--- config.mk ---
export PLATFORM = sky130hd
export DESIGN_NAME = uart_tx_sched
export DESIGN_NICKNAME = d
export VERILOG_FILES = /design/src/rtl/uart_tx_sched.sv
export SDC_FILE = /design/constraint.sdc
export NUM_CORES = 1
export LEC_CHECK = 0
export CELL_PAD_IN_SITES_DETAIL_PLACEMENT = 2
export CELL_PAD_IN_SITES_GLOBAL_PLACEMENT = 2
export CORE_ASPECT_RATIO = 0.8
export CORE_MARGIN = 2
export CORE_UTILIZATION = 28
export CTS_CLUSTER_SIZE = 14
export DETAILED_ROUTE_END_ITERATION = 12
export GPL_ROUTABILITY_DRIVEN = 0
export PLACE_DENSITY = 0.67
export SYNTH_ARGS = -nofsm -noshare
export SYNTH_HDL_FRONTEND = slang
export SYNTH_SLANG_ARGS = --single-unit
export TNS_END_PERCENT = 30
--- constraint.sdc ---
create_clock -name clk -period 2.1 [get_ports clk]
set_input_delay 0.42 -clock clk [delete_from_list [all_inputs] [get_ports clk]]
set_output_delay 0.42 -clock clk [all_outputs]
set_load 0.01 [all_outputs]
--- src/rtl/uart_tx_sched.sv ---
// uart_tx_sched: transmit-side scheduler for the UART peripheral.
// Two requesters each own a one-word holding buffer. Full buffers are served
// round-robin: the chosen word is presented to the transmitter with a one-state
// txStart pulse, and frame progress is then tracked by counting sTick so that a
// new frame never starts before the transmitter is back in idle.
//
// Handshake contract: a requester raises reqN with dinN and holds both until
// the first rising edge on which reqN && rdyN; that edge moves dinN into
// bufN. The transmitter side is a Moore request: txStart stays high for the
// whole LAUNCH state, and txDoneTick high in that state means the word was
// taken on that edge.
module uart_tx_sched #(
  parameter int dataBits = 8,
  parameter int sbTick   = 16
) (
  input  logic                clk,
  input  logic                reset,
  input  logic                sTick,
  input  logic                req0,
  input  logic [dataBits-1:0] din0,
  output logic                rdy0,
  input  logic                req1,
  input  logic [dataBits-1:0] din1,
  output logic                rdy1,
  output logic                txStart,
  output logic [dataBits-1:0] txDin,
  input  logic                txDoneTick,
  output logic                busy,
  output logic                owner,
  output logic                full0,
  output logic                full1,
  output logic [1:0]          fsm_state
);

  // One frame as seen by the transmitter: start + data bits at 16 ticks each,
  // plus the stop-bit ticks.
  localparam int frameTicks = 16 * (dataBits + 1) + sbTick;
  localparam int cntW       = $clog2(frameTicks);
  localparam logic [cntW-1:0] cntLast = cntW'(frameTicks - 1);

  typedef enum logic [1:0] {
    ST_IDLE   = 2'd0,
    ST_LAUNCH = 2'd1,
    ST_FRAME  = 2'd2
  } state_t;

  state_t              state;
  state_t              state_next;
  logic [dataBits-1:0] buf0;
  logic [dataBits-1:0] buf1;
  logic [cntW-1:0]     cnt;
  logic                last;
  logic                rdy_en;
  logic                sel;
  logic                any_full;
  logic                take0;
  logic                take1;
  logic                accept;
  logic                frame_end;

  // Buffer readiness is held low during reset and for the release edge itself.
  assign rdy0 = rdy_en && !full0;
  assign rdy1 = rdy_en && !full1;

  assign take0     = req0 && rdy0;
  assign take1     = req1 && rdy1;
  assign any_full  = full0 || full1;
  assign accept    = (state == ST_LAUNCH) && txDoneTick;
  assign frame_end = (state == ST_FRAME) && sTick && (cnt == cntLast);

  // Arbitration: a lone full buffer wins; on a tie the requester not served last wins.
  always_comb begin
    sel = 1'b0;
    if (full0 && full1) begin
      sel = !last;
    end else if (full1) begin
      sel = 1'b1;
    end
  end

  // State register.
  always_ff @(posedge clk or negedge reset) begin
    if (!reset) begin
      state <= ST_IDLE;
    end else begin
      state <= state_next;
    end
  end

  // Next-state logic: IDLE -> LAUNCH on any full buffer, LAUNCH -> FRAME on accept,
  // FRAME -> IDLE on the last frame tick.
  always_comb begin
    state_next = state;
    case (state)
      ST_IDLE: begin
        if (any_full) begin
          state_next = ST_LAUNCH;
        end
      end
      ST_LAUNCH: begin
        if (txDoneTick) begin
          state_next = ST_FRAME;
        end
      end
      ST_FRAME: begin
        if (sTick && (cnt == cntLast)) begin
          state_next = ST_IDLE;
        end
      end
      default: begin
        state_next = ST_IDLE;
      end
    endcase
  end

  // Moore outputs decoded from the state.
  always_comb begin
    txStart   = 1'b0;
    busy      = 1'b0;
    fsm_state = state;
    case (state)
      ST_IDLE: begin
        txStart = 1'b0;
        busy    = 1'b0;
      end
      ST_LAUNCH: begin
        txStart = 1'b1;
        busy    = 1'b1;
      end
      ST_FRAME: begin
        txStart = 1'b0;
        busy    = 1'b1;
      end
      default: begin
        txStart = 1'b0;
        busy    = 1'b0;
      end
    endcase
  end

  // Ready enable: rises on the first clock edge after reset is released.
  always_ff @(posedge clk or negedge reset) begin
    if (!reset) begin
      rdy_en <= 1'b0;
    end else begin
      rdy_en <= 1'b1;
    end
  end

  // Buffer 0: capture on transfer, free only once the transmitter took its word.
  always_ff @(posedge clk or negedge reset) begin
    if (!reset) begin
      buf0  <= '0;
      full0 <= 1'b0;
    end else begin
      if (take0) begin
        buf0  <= din0;
        full0 <= 1'b1;
      end else if (accept && (owner == 1'b0)) begin
        full0 <= 1'b0;
      end
    end
  end

  // Buffer 1: capture on transfer, free only once the transmitter took its word.
  always_ff @(posedge clk or negedge reset) begin
    if (!reset) begin
      buf1  <= '0;
      full1 <= 1'b0;
    end else begin
      if (take1) begin
        buf1  <= din1;
        full1 <= 1'b1;
      end else if (accept && (owner == 1'b1)) begin
        full1 <= 1'b0;
      end
    end
  end

  // Launch registers: txDin and owner change only on the IDLE-to-LAUNCH edge,
  // so txDin is stable for the whole transmitter start state.
  always_ff @(posedge clk or negedge reset) begin
    if (!reset) begin
      txDin <= '0;
      owner <= 1'b0;
    end else if ((state == ST_IDLE) && any_full) begin
      txDin <= sel ? buf1 : buf0;
      owner <= sel;
    end
  end

  // Round-robin history: remember who was served once the transmitter accepts.
  always_ff @(posedge clk or negedge reset) begin
    if (!reset) begin
      last <= 1'b1;
    end else if (accept) begin
      last <= owner;
    end
  end

  // Frame tick counter: cleared at accept, advanced by sTick in FRAME only,
  // and held at its terminal value on the last tick so it never wraps.
  always_ff @(posedge clk or negedge reset) begin
    if (!reset) begin
      cnt <= '0;
    end else if (accept) begin
      cnt <= '0;
    end else if ((state == ST_FRAME) && sTick && !frame_end) begin
      cnt <= cnt + 1'b1;
    end
  end

endmodule

Word level (Yosys, flattened, before mapping)
Index checks and enable logic that the tools add are counted.

Mux-type cells: 15. Reductions and logical operators: 24. Equality and inequality tests: 6. Bitwise logic cells: 1. $add $sub $neg: 1.

Operators with widths (count): $mux W8 (3); $logic_and A1 B1 Y1 (13); $add A8 B1 Y8 const B (1); $eq A8 B8 Y1 const B (1); $mux W1 (8); $mux W2 (3); $ne A2 B2 Y1 const B (3); $pmux W2 S3 (1); $reduce_bool A2 Y1 (3); $logic_not A1 Y1 (4); $reduce_and A3 Y1 (1); $eq A2 B1 Y1 const B (1); $eq A2 B2 Y1 const B (1); $logic_not A2 Y1 (1); $reduce_or A2 Y1 (1); $logic_or A1 B1 Y1 (1); $not A1 Y1 (1).

Output and inout port bits: 17. Bits of input ports: 22. Bits in registers: 39. Word-level logic and storage cells: 57.

Depth between registers and ports, before layout
Gate-level depths: netlist of the first run.

Depth in word-level cells: 7. Mapped depth: 7. Gate-level depth less buffers: 6.

Worst setup path after synthesis of the first run
OpenSTA, ideal clock, no wires.

Path type: register to register. From: reg state[1] (netlist: fsm_state[1]). To: reg state[1] (netlist: fsm_state[1]). Slack: 0.344 ns. Cell stages (with the launch flop): 7. Period minus slack after synthesis: 1.756 ns. Path buffers: 0. Data arrival time: 1.631 ns. Setup time: 0.125 ns. Required time: 1.975 ns. Cells stage by stage: dfrtp_1 -> inv_1 -> ha_1 -> and2b_1 -> nor4b_4 -> o21ai_2 -> mux2_4.

Word-level cells in the longest chain between the ends: 3. Elaborated cells on any way between the ends: 8. Those cells by class: eq/ne: 5; mux: 1; reduce/logical: 2.

Ends and longest elaborated chain: start: declaration (line 47) `state_t state;`; start signal: assignment (line 86) `state <= state_next;`; $eq A2 B2 Y1 (tied with other cells) (line 94) `case (state)`; $ne A2 B2 Y1 (no line); $reduce_and A3 Y1 (no line).

Several ways; a longest one is shown, not always the timed one. A chain may end at the register's enable or synchronous reset.

Worst setup path in the final report of the first run
From: reg state[1] (netlist: fsm_state[1]). To: out txStart.

Word-level cells in the longest chain between the ends: 2.

Ends and longest elaborated chain: $eq A2 B1 Y1 (line 121) `case (state)`; $mux W1 (line 121); end: declaration (line 25) `output logic txStart,`.

No other way between the ends.

==> results of run 1 <==
==> cells by family (layout without fill, tap and decap cells) <==
family	after synthesis	in the layout
compound gates	20	20
xor+xnor	5	5
fa+ha+maj	5	5
buf+inv	6	54
flops	39	39
mux	26	26
other cells	1	1
simple gates	47	47
==> metal layers <==
layer	global-route usage (%)	wire (microns)	vias up	part of all wire, %
met1	17.1	1950	663	43
met5	0	0	-	0
met4	5.47	55	0	1.2
met3	3.30	186	4	4.1
li1	-	-	608	-
met2	25.9	2330	26	52
==> cell type report <==
cell class / count / area [sq um] / area share (%)
Clock buffer: 6 / 82.6 / 3.46
Tap cell: 81 / 101 / 4.25
Clock inverter: 2 / 35.0 / 1.47
Multi-Input combinational cell: 104 / 758 / 31.8
Inverter: 2 / 7.51 / 0.315
Sequential cell: 39 / 977 / 41.0
Timing Repair Buffer: 44 / 423 / 17.7
==> registers in the layout, indices dropped and copies added, names as in the netlist <==
signal and flops:
buf1 8, full1 1, cnt 8, owner 1, txDin 8, buf0 8
fsm_state 2, rdy_en 1, full0 1, last 1
==> cells in the mapped netlist <==
| cell | count | area (sq um) |
|---|---|---|
| sky130_fd_sc_hd__dfrtp_1 | 38 | 951 |
| sky130_fd_sc_hd__nand2_1 | 21 | 78.8 |
| sky130_fd_sc_hd__mux2_2 | 16 | 180 |
| sky130_fd_sc_hd__o21ai_0 | 11 | 55.1 |
| sky130_fd_sc_hd__nor2_1 | 10 | 37.5 |
| sky130_fd_sc_hd__mux2i_1 | 9 | 90.1 |
| sky130_fd_sc_hd__ha_1 | 5 | 62.6 |
| sky130_fd_sc_hd__xor2_1 | 5 | 43.8 |
| sky130_fd_sc_hd__nand4_1 | 4 | 25.0 |
| sky130_fd_sc_hd__and2_1 | 3 | 18.8 |
| sky130_fd_sc_hd__clkbuf_1 | 3 | 11.3 |
| sky130_fd_sc_hd__and3_1 | 2 | 12.5 |
| sky130_fd_sc_hd__inv_1 | 2 | 7.51 |
| sky130_fd_sc_hd__nor2b_1 | 2 | 12.5 |
| sky130_fd_sc_hd__o2111ai_1 | 2 | 17.5 |
| sky130_fd_sc_hd__a21boi_0 | 1 | 7.51 |
| sky130_fd_sc_hd__a21oi_1 | 1 | 5.00 |
| sky130_fd_sc_hd__a22o_1 | 1 | 8.76 |
| sky130_fd_sc_hd__a2bb2oi_1 | 1 | 8.76 |
| sky130_fd_sc_hd__and2b_1 | 1 | 7.51 |
| sky130_fd_sc_hd__buf_2 | 1 | 5.00 |
| sky130_fd_sc_hd__conb_1 | 1 | 3.75 |
| sky130_fd_sc_hd__dfstp_2 | 1 | 26.3 |
| sky130_fd_sc_hd__mux2_4 | 1 | 15.0 |
| sky130_fd_sc_hd__nand3_1 | 1 | 5.00 |
| sky130_fd_sc_hd__nor3_1 | 1 | 5.00 |
| sky130_fd_sc_hd__nor4b_4 | 1 | 23.8 |
| sky130_fd_sc_hd__o21ai_1 | 1 | 5.00 |
| sky130_fd_sc_hd__o21ai_2 | 1 | 8.76 |
| sky130_fd_sc_hd__o22ai_1 | 1 | 6.26 |
| sky130_fd_sc_hd__or3b_4 | 1 | 11.3 |
==> path summary, 6_finish.rpt <==
| kind | to | slack, ns | from | cells after the start |
|---|---|---|---|---|
| worst max-delay path | txStart | 0.13 | fsm_state[1] | 3 |
| worst min-delay path | cnt[4] | 0.17 | reset | 2 |
| worst max register to register | fsm_state[1] | 0.22 | cnt[0] | 5 |
| worst min register to register | txDin[5] | 0.49 | txDin[5] | 2 |
| max in group asynchronous | last | 1.56 | reset | 2 |
| min in group clk | txDin[5] | 0.49 | txDin[5] | 2 |
==> metrics by stage <==
step                      setup slack (ns)  hold slack (ns)  total power [mW]  util (%)
after floorplan                      0.344            0.124              2.03         -
after global placement               0.152            0.451              2.61      37.6
after detailed placement            0.0721            0.475              2.72      37.6
after CTS                           0.0207            0.191              3.40      39.6
after global routing                0.0401            0.221              3.62      39.9
final                                0.126            0.174              3.35      39.9
==> power breakdown <==
group          total, mW  internal [mW]  switching [mW]
clock              0.653          0.385           0.268
combinational       1.41          0.761           0.649
sequential          1.29           1.07           0.216
total               3.35           2.21            1.13
==> worst max-delay path: stages (launching register included) <==
cell and delay (ns):
sky130_fd_sc_hd__dfrtp_1 0.40, sky130_fd_sc_hd__inv_1 0.11, sky130_fd_sc_hd__ha_2 0.22, sky130_fd_sc_hd__clkdlybuf4s50_1 0.54
==> repair_timing <==
| item | in CTS | in global routing |
|---|---|---|
| endpoints found under the setup margin | 0 | 3 |
| setup buffers | 0 | 2 |
| gates resized for setup | 0 | 3 |
==> flow_summary.ini, run 1 <==
[die]
floorplan.rows = 25
die_width_microns = 92.6
dieHeight_microns = 74.8
ios = 39
initial_utilization_pct = 29.4
dieArea_sq_mm = 0.00693
area_of_the_core_sq_mm = 0.00597

[run]
maxCapViolations = 0

[clock_tree]
worst_skew_pair.late_latency_ns = 0.29
cts-htree-levels = 2
clock_sink_count = 39
cts_max_path_buffers = 2
hold_buffers = 0
cts_buffers = 5
cts-root-buf = sky130_fd_sc_hd__clkbuf_8
path_clk_slew_ns = 0.08
tritoncts = done

[detailed_routing]
antenna_violating_nets_post_route = 0
wl_microns = 4520
firstDrtPassIters = 2
wire_per_inst_microns = 16.3
route.detailed.drc = 0
vias = 1301
avgViaCountPerCell = 4.68
drt_iter0_drc = 27

[sta]
fmaxAchievable_mhz = 507
timing.final.setup_violations = 0
totalNegativeSetupSlack_ns = 0
max_slew_margin_pct = 64.8
slew_violations = 0
grt_setup_unrepaired = false
post-route-min-period_ns = 1.97
timing.final.crit_share_pct = 94.0
timing.clock.skew_ns = 0.00603
worstMarginPinSlew_ns = 0.527
finalHoldViolations = 0

[global_route]
grt_start_max_net_pins = 40
track_usage_pct = 14.4
number_of_antenna_violations_at_the_first_check_in_global_routing = 0
grt_pass1_vias = 1512
grt_pass1_wl_microns = 7580
globalRoute.totalOverflow = 0

[finish]
layout.cells.most_common_list = sky130_fd_sc_hd__dfrtp_1 (38), sky130_fd_sc_hd__clkdlybuf4s50_1 (36), sky130_fd_sc_hd__nand2_1 (21), sky130_fd_sc_hd__mux2_2 (16)
antenna_cells = 0
fraction_of_final_layout_cells_with_drive_strength_greater_than_1_pct = 18.8
most_common_cell_after_layout_fill_and_taps_aside = sky130_fd_sc_hd__dfrtp_1
area_overhead_vs_synth_pct = 35.8
filler_cell_count_in_the_final_layout = 631
layout.nets = 223
fin_area_sq_mm = 0.00238
final-instance-count-excl-fill = 278

[pwr]
pwr_density_cell_mw_per_mm2 = 1400
leakage_nw = 1.08
power.ir.vdd_worst_v = 0.000363

[yosys]
ys_types = 31
synth.ff_latch_count = 39
synth.avg_cell_area_sq_um = 11.8
synthSimpleGateAreaFrac_pct = 13.5
netlist_instances = 149
synth_xor_area_share_pct = 2.49
synth_adder_area_share_pct = 3.56
largest_family_of_logic_cells_by_synthesized_area = multiplexers
synth.yosys.seq_area_share_pct = 55.6
synth_compound_gate_area_share_pct = 6.98
cell_area_after_technology_mapping_sq_mm = 0.00176
number_of_synthesis_warnings = 0
synth_nets = 176
mux_share_of_post_synthesis_cell_area_pct = 16.2

[place]
portBuffers = 38
placedInstanceArea_sq_mm = 0.00225
hpwl_microns = 3380
dp.cells = 268

[critical_path]
worstSetupPathType = reg -> out
worstPathArrival_ns = 1.55
setup_crit_end_kind = primary output
critical_path.max_fanout = 4
cp_data_required_time_ns = 1.68
critPathLaunchType = flop

[worst_hold_path]
min_path_type = in -> async

[run_status]
run_status = finished clean
Power figures use the tool's default switching activity.
==> run 2, diff against run 1 <==
--- a/config.mk
+++ b/config.mk
@@ -14,6 +14,7 @@
 export DETAILED_ROUTE_END_ITERATION = 12
 export GPL_ROUTABILITY_DRIVEN = 0
 export PLACE_DENSITY = 0.67
+export SLEW_MARGIN = 15
 export SYNTH_ARGS = -nofsm -noshare
 export SYNTH_HDL_FRONTEND = slang
 export SYNTH_SLANG_ARGS = --single-unit
==> results of run 2 <==
Same layout as run 1: the final DEF is identical, and so are final timing and power.
==> run 3, diff against run 2 <==
--- a/config.mk
+++ b/config.mk
@@ -9,11 +9,11 @@
 export CELL_PAD_IN_SITES_GLOBAL_PLACEMENT = 2
 export CORE_ASPECT_RATIO = 0.8
 export CORE_MARGIN = 2
-export CORE_UTILIZATION = 28
+export CORE_UTILIZATION = 32
 export CTS_CLUSTER_SIZE = 14
 export DETAILED_ROUTE_END_ITERATION = 12
-export GPL_ROUTABILITY_DRIVEN = 0
-export PLACE_DENSITY = 0.67
+export GPL_ROUTABILITY_DRIVEN = 1
+export PLACE_DENSITY = 0.75
 export SLEW_MARGIN = 15
 export SYNTH_ARGS = -nofsm -noshare
 export SYNTH_HDL_FRONTEND = slang
==> run 3 against run 2 <==
Net effect:
- die area fell by 12%
- worst setup slack lost 0.059 ns
- wire length fell by 0.35%
- largest cell class unchanged
- clock-buffer cell count increased by 1
- largest power group unchanged
- cell area fell by 3.4%
- sequential share of layout area up 1.4 points
- sequential cell count unchanged
==> flow_summary.ini, run 3 (synthesis results as in run 1) <==
[detailed_routing]
vias = 1298
wl_microns = 4510
antenna_violating_nets_post_route = 0
route.detailed.drc = 0
firstDrtPassIters = 2
avgViaCountPerCell = 5.01
drt_iter0_drc = 54
wire_per_inst_microns = 17.4

[sta]
max_slew_margin_pct = 66.4
totalNegativeSetupSlack_ns = 0
timing.final.setup_violations = 0
grt_setup_unrepaired = false
fmaxAchievable_mhz = 492
slew_violations = 0
finalHoldViolations = 0
timing.clock.skew_ns = 0.00985
timing.final.crit_share_pct = 96.8
worstMarginPinSlew_ns = 0.499
post-route-min-period_ns = 2.03

[pwr]
pwr_density_cell_mw_per_mm2 = 1370
relative_contribution_of_the_clock_network_to_total_power_pct = 16.4
switching_share_pct = 35.7
power_report.internal_total_mw = 2.03
leakage_nw = 1.05
seqPwrFrac_pct = 41.1
comb_power_share_pct = 42.5
psw_mw = 1.12
power.ir.vdd_worst_v = 0.000517

[clock_tree]
cts_buffers = 5
tritoncts = done
path_clk_slew_ns = 0.08
clock_sink_count = 39
cts-root-buf = sky130_fd_sc_hd__clkbuf_8
worst_skew_pair.late_latency_ns = 0.30
cts-htree-levels = 2
hold_buffers = 0
postCtsSetupRepairBufs = 0
cts_max_path_buffers = 2

[finish]
layout.nets = 220
antenna_cells = 0
area_overhead_vs_synth_pct = 31.1
layout.cells.most_common_list = sky130_fd_sc_hd__dfrtp_1 (38), sky130_fd_sc_hd__clkdlybuf4s50_1 (36), sky130_fd_sc_hd__nand2_1 (21), sky130_fd_sc_hd__mux2_2 (16), sky130_fd_sc_hd__o21ai_0 (11)
ff_latch_area_sq_um = 977
filler_cell_count_in_the_final_layout = 553
final_util_pct = 42.9
final-instance-count-excl-fill = 259
multi_input_comb_area_sq_um = 756
fin_area_sq_mm = 0.00230
fraction_of_final_layout_cells_with_drive_strength_greater_than_1_pct = 16.5
most_common_cell_after_layout_fill_and_taps_aside = sky130_fd_sc_hd__dfrtp_1

[critical_path]
r2r.worst_path.cells = 5
reg2reg_to = cnt[0]
critPathLaunchType = flop
worstPathArrival_ns = 1.61
setup_crit_end_kind = primary output
regToRegSetupSlack_ns = 0.29
worstSetupPathType = reg -> out
critical_path.max_fanout = 4
cp_data_required_time_ns = 1.68
rr_startpoint = cnt[0]

[die]
dieHeight_microns = 70.3
area_of_the_core_sq_mm = 0.00538
floorplan.rows = 24
die_width_microns = 86.8
ios = 39
dieArea_sq_mm = 0.00610
initial_utilization_pct = 32.7

[global_route]
track_usage_pct = 16.6
grt_start_max_net_pins = 40
grt_pass1_wl_microns = 7610
number_of_antenna_violations_at_the_first_check_in_global_routing = 0
grt_pass1_vias = 1421
globalRoute.totalOverflow = 0

[run_status]
run_status = finished clean

[place]
dp.cells = 251
portBuffers = 38
routabilityCongestion = 0.766
placedInstanceArea_sq_mm = 0.00222
hpwl_microns = 3210

[worst_hold_path]
min_path_type = in -> async

[run]
maxCapViolations = 0
==> run 3: cell types whose count changed in the layout (fill, tap and decap cells not counted) <==
cell,before,now
sky130_fd_sc_hd__buf_4,6,3
sky130_fd_sc_hd__bufinv_16,1,0
sky130_fd_sc_hd__clkbuf_1,0,2
sky130_fd_sc_hd__clkbuf_8,6,5
sky130_fd_sc_hd__ha_1,4,5
sky130_fd_sc_hd__ha_2,1,0
sky130_fd_sc_hd__inv_1,2,1
sky130_fd_sc_hd__inv_2,0,1
sky130_fd_sc_hd__o21ai_0,10,11
sky130_fd_sc_hd__o21ai_1,2,1
==> run 3: final cells by class <==
class | count | area share, %
Sequential cell | 39 | 42.4
Clock inverter | 1 | 0.217
Clock buffer | 7 | 3.31
Inverter | 2 | 0.326
Timing Repair Buffer | 41 | 17.4
Multi-Input combinational cell | 104 | 32.8
Tap cell | 65 | 3.53
==> run 3: power groups by stage <==
stage	registers, mW	logic [mW]	clock network (mW)
floorplan	1.29	0.735	0
finish	1.29	1.34	0.516
detailed placement	1.31	1.36	0
global placement	1.28	1.30	0
CTS	1.30	1.38	0.528
global route	1.35	1.49	0.563
==> run 3: timing repair <==
| item | in CTS | in global routing |
|---|---|---|
| endpoints found under the hold margin | 0 | 0 |
| setup endpoints to repair | 0 | 2 |
| resized for setup | 0 | 2 |
==> run 3: critical path: stages (launching register included) <==
cell                              delay (ns)
sky130_fd_sc_hd__dfrtp_1                0.41
sky130_fd_sc_hd__inv_1                  0.10
sky130_fd_sc_hd__ha_1                   0.28
sky130_fd_sc_hd__clkdlybuf4s50_1        0.53
==> run 3: per-stage QoR <==
step           setup slack [ns]  power (mW)  hold slack [ns]
2_1_floorplan             0.344        2.03            0.124
3_3_place_gp              0.141        2.58            0.449
3_5_place_dp              0.105        2.68            0.478
4_1_cts                  0.0410        3.21            0.197
5_1_grt                0.000303        3.40            0.205
6_report                 0.0670        3.15            0.174
==> run 3: worst max path at each step <==
stage | from | to | slack [ns]
after floorplan | fsm_state[1] | fsm_state[1] | 0.34
after global placement | txDoneTick | fsm_state[1] | 0.14
after detailed placement | txDoneTick | fsm_state[1] | 0.10
after CTS | fsm_state[0] | busy | 0.04
after global routing | fsm_state[0] | busy | 0.0003
final | fsm_state[0] | busy | 0.07
==> run 3: routing by layer <==
layer	vias up	GRT usage (%)	routed length (microns)
met5	-	0	0
met4	0	5.73	72
met3	7	3.78	119
met2	18	27.4	2330
met1	673	21.4	1980
li1	600	-	-
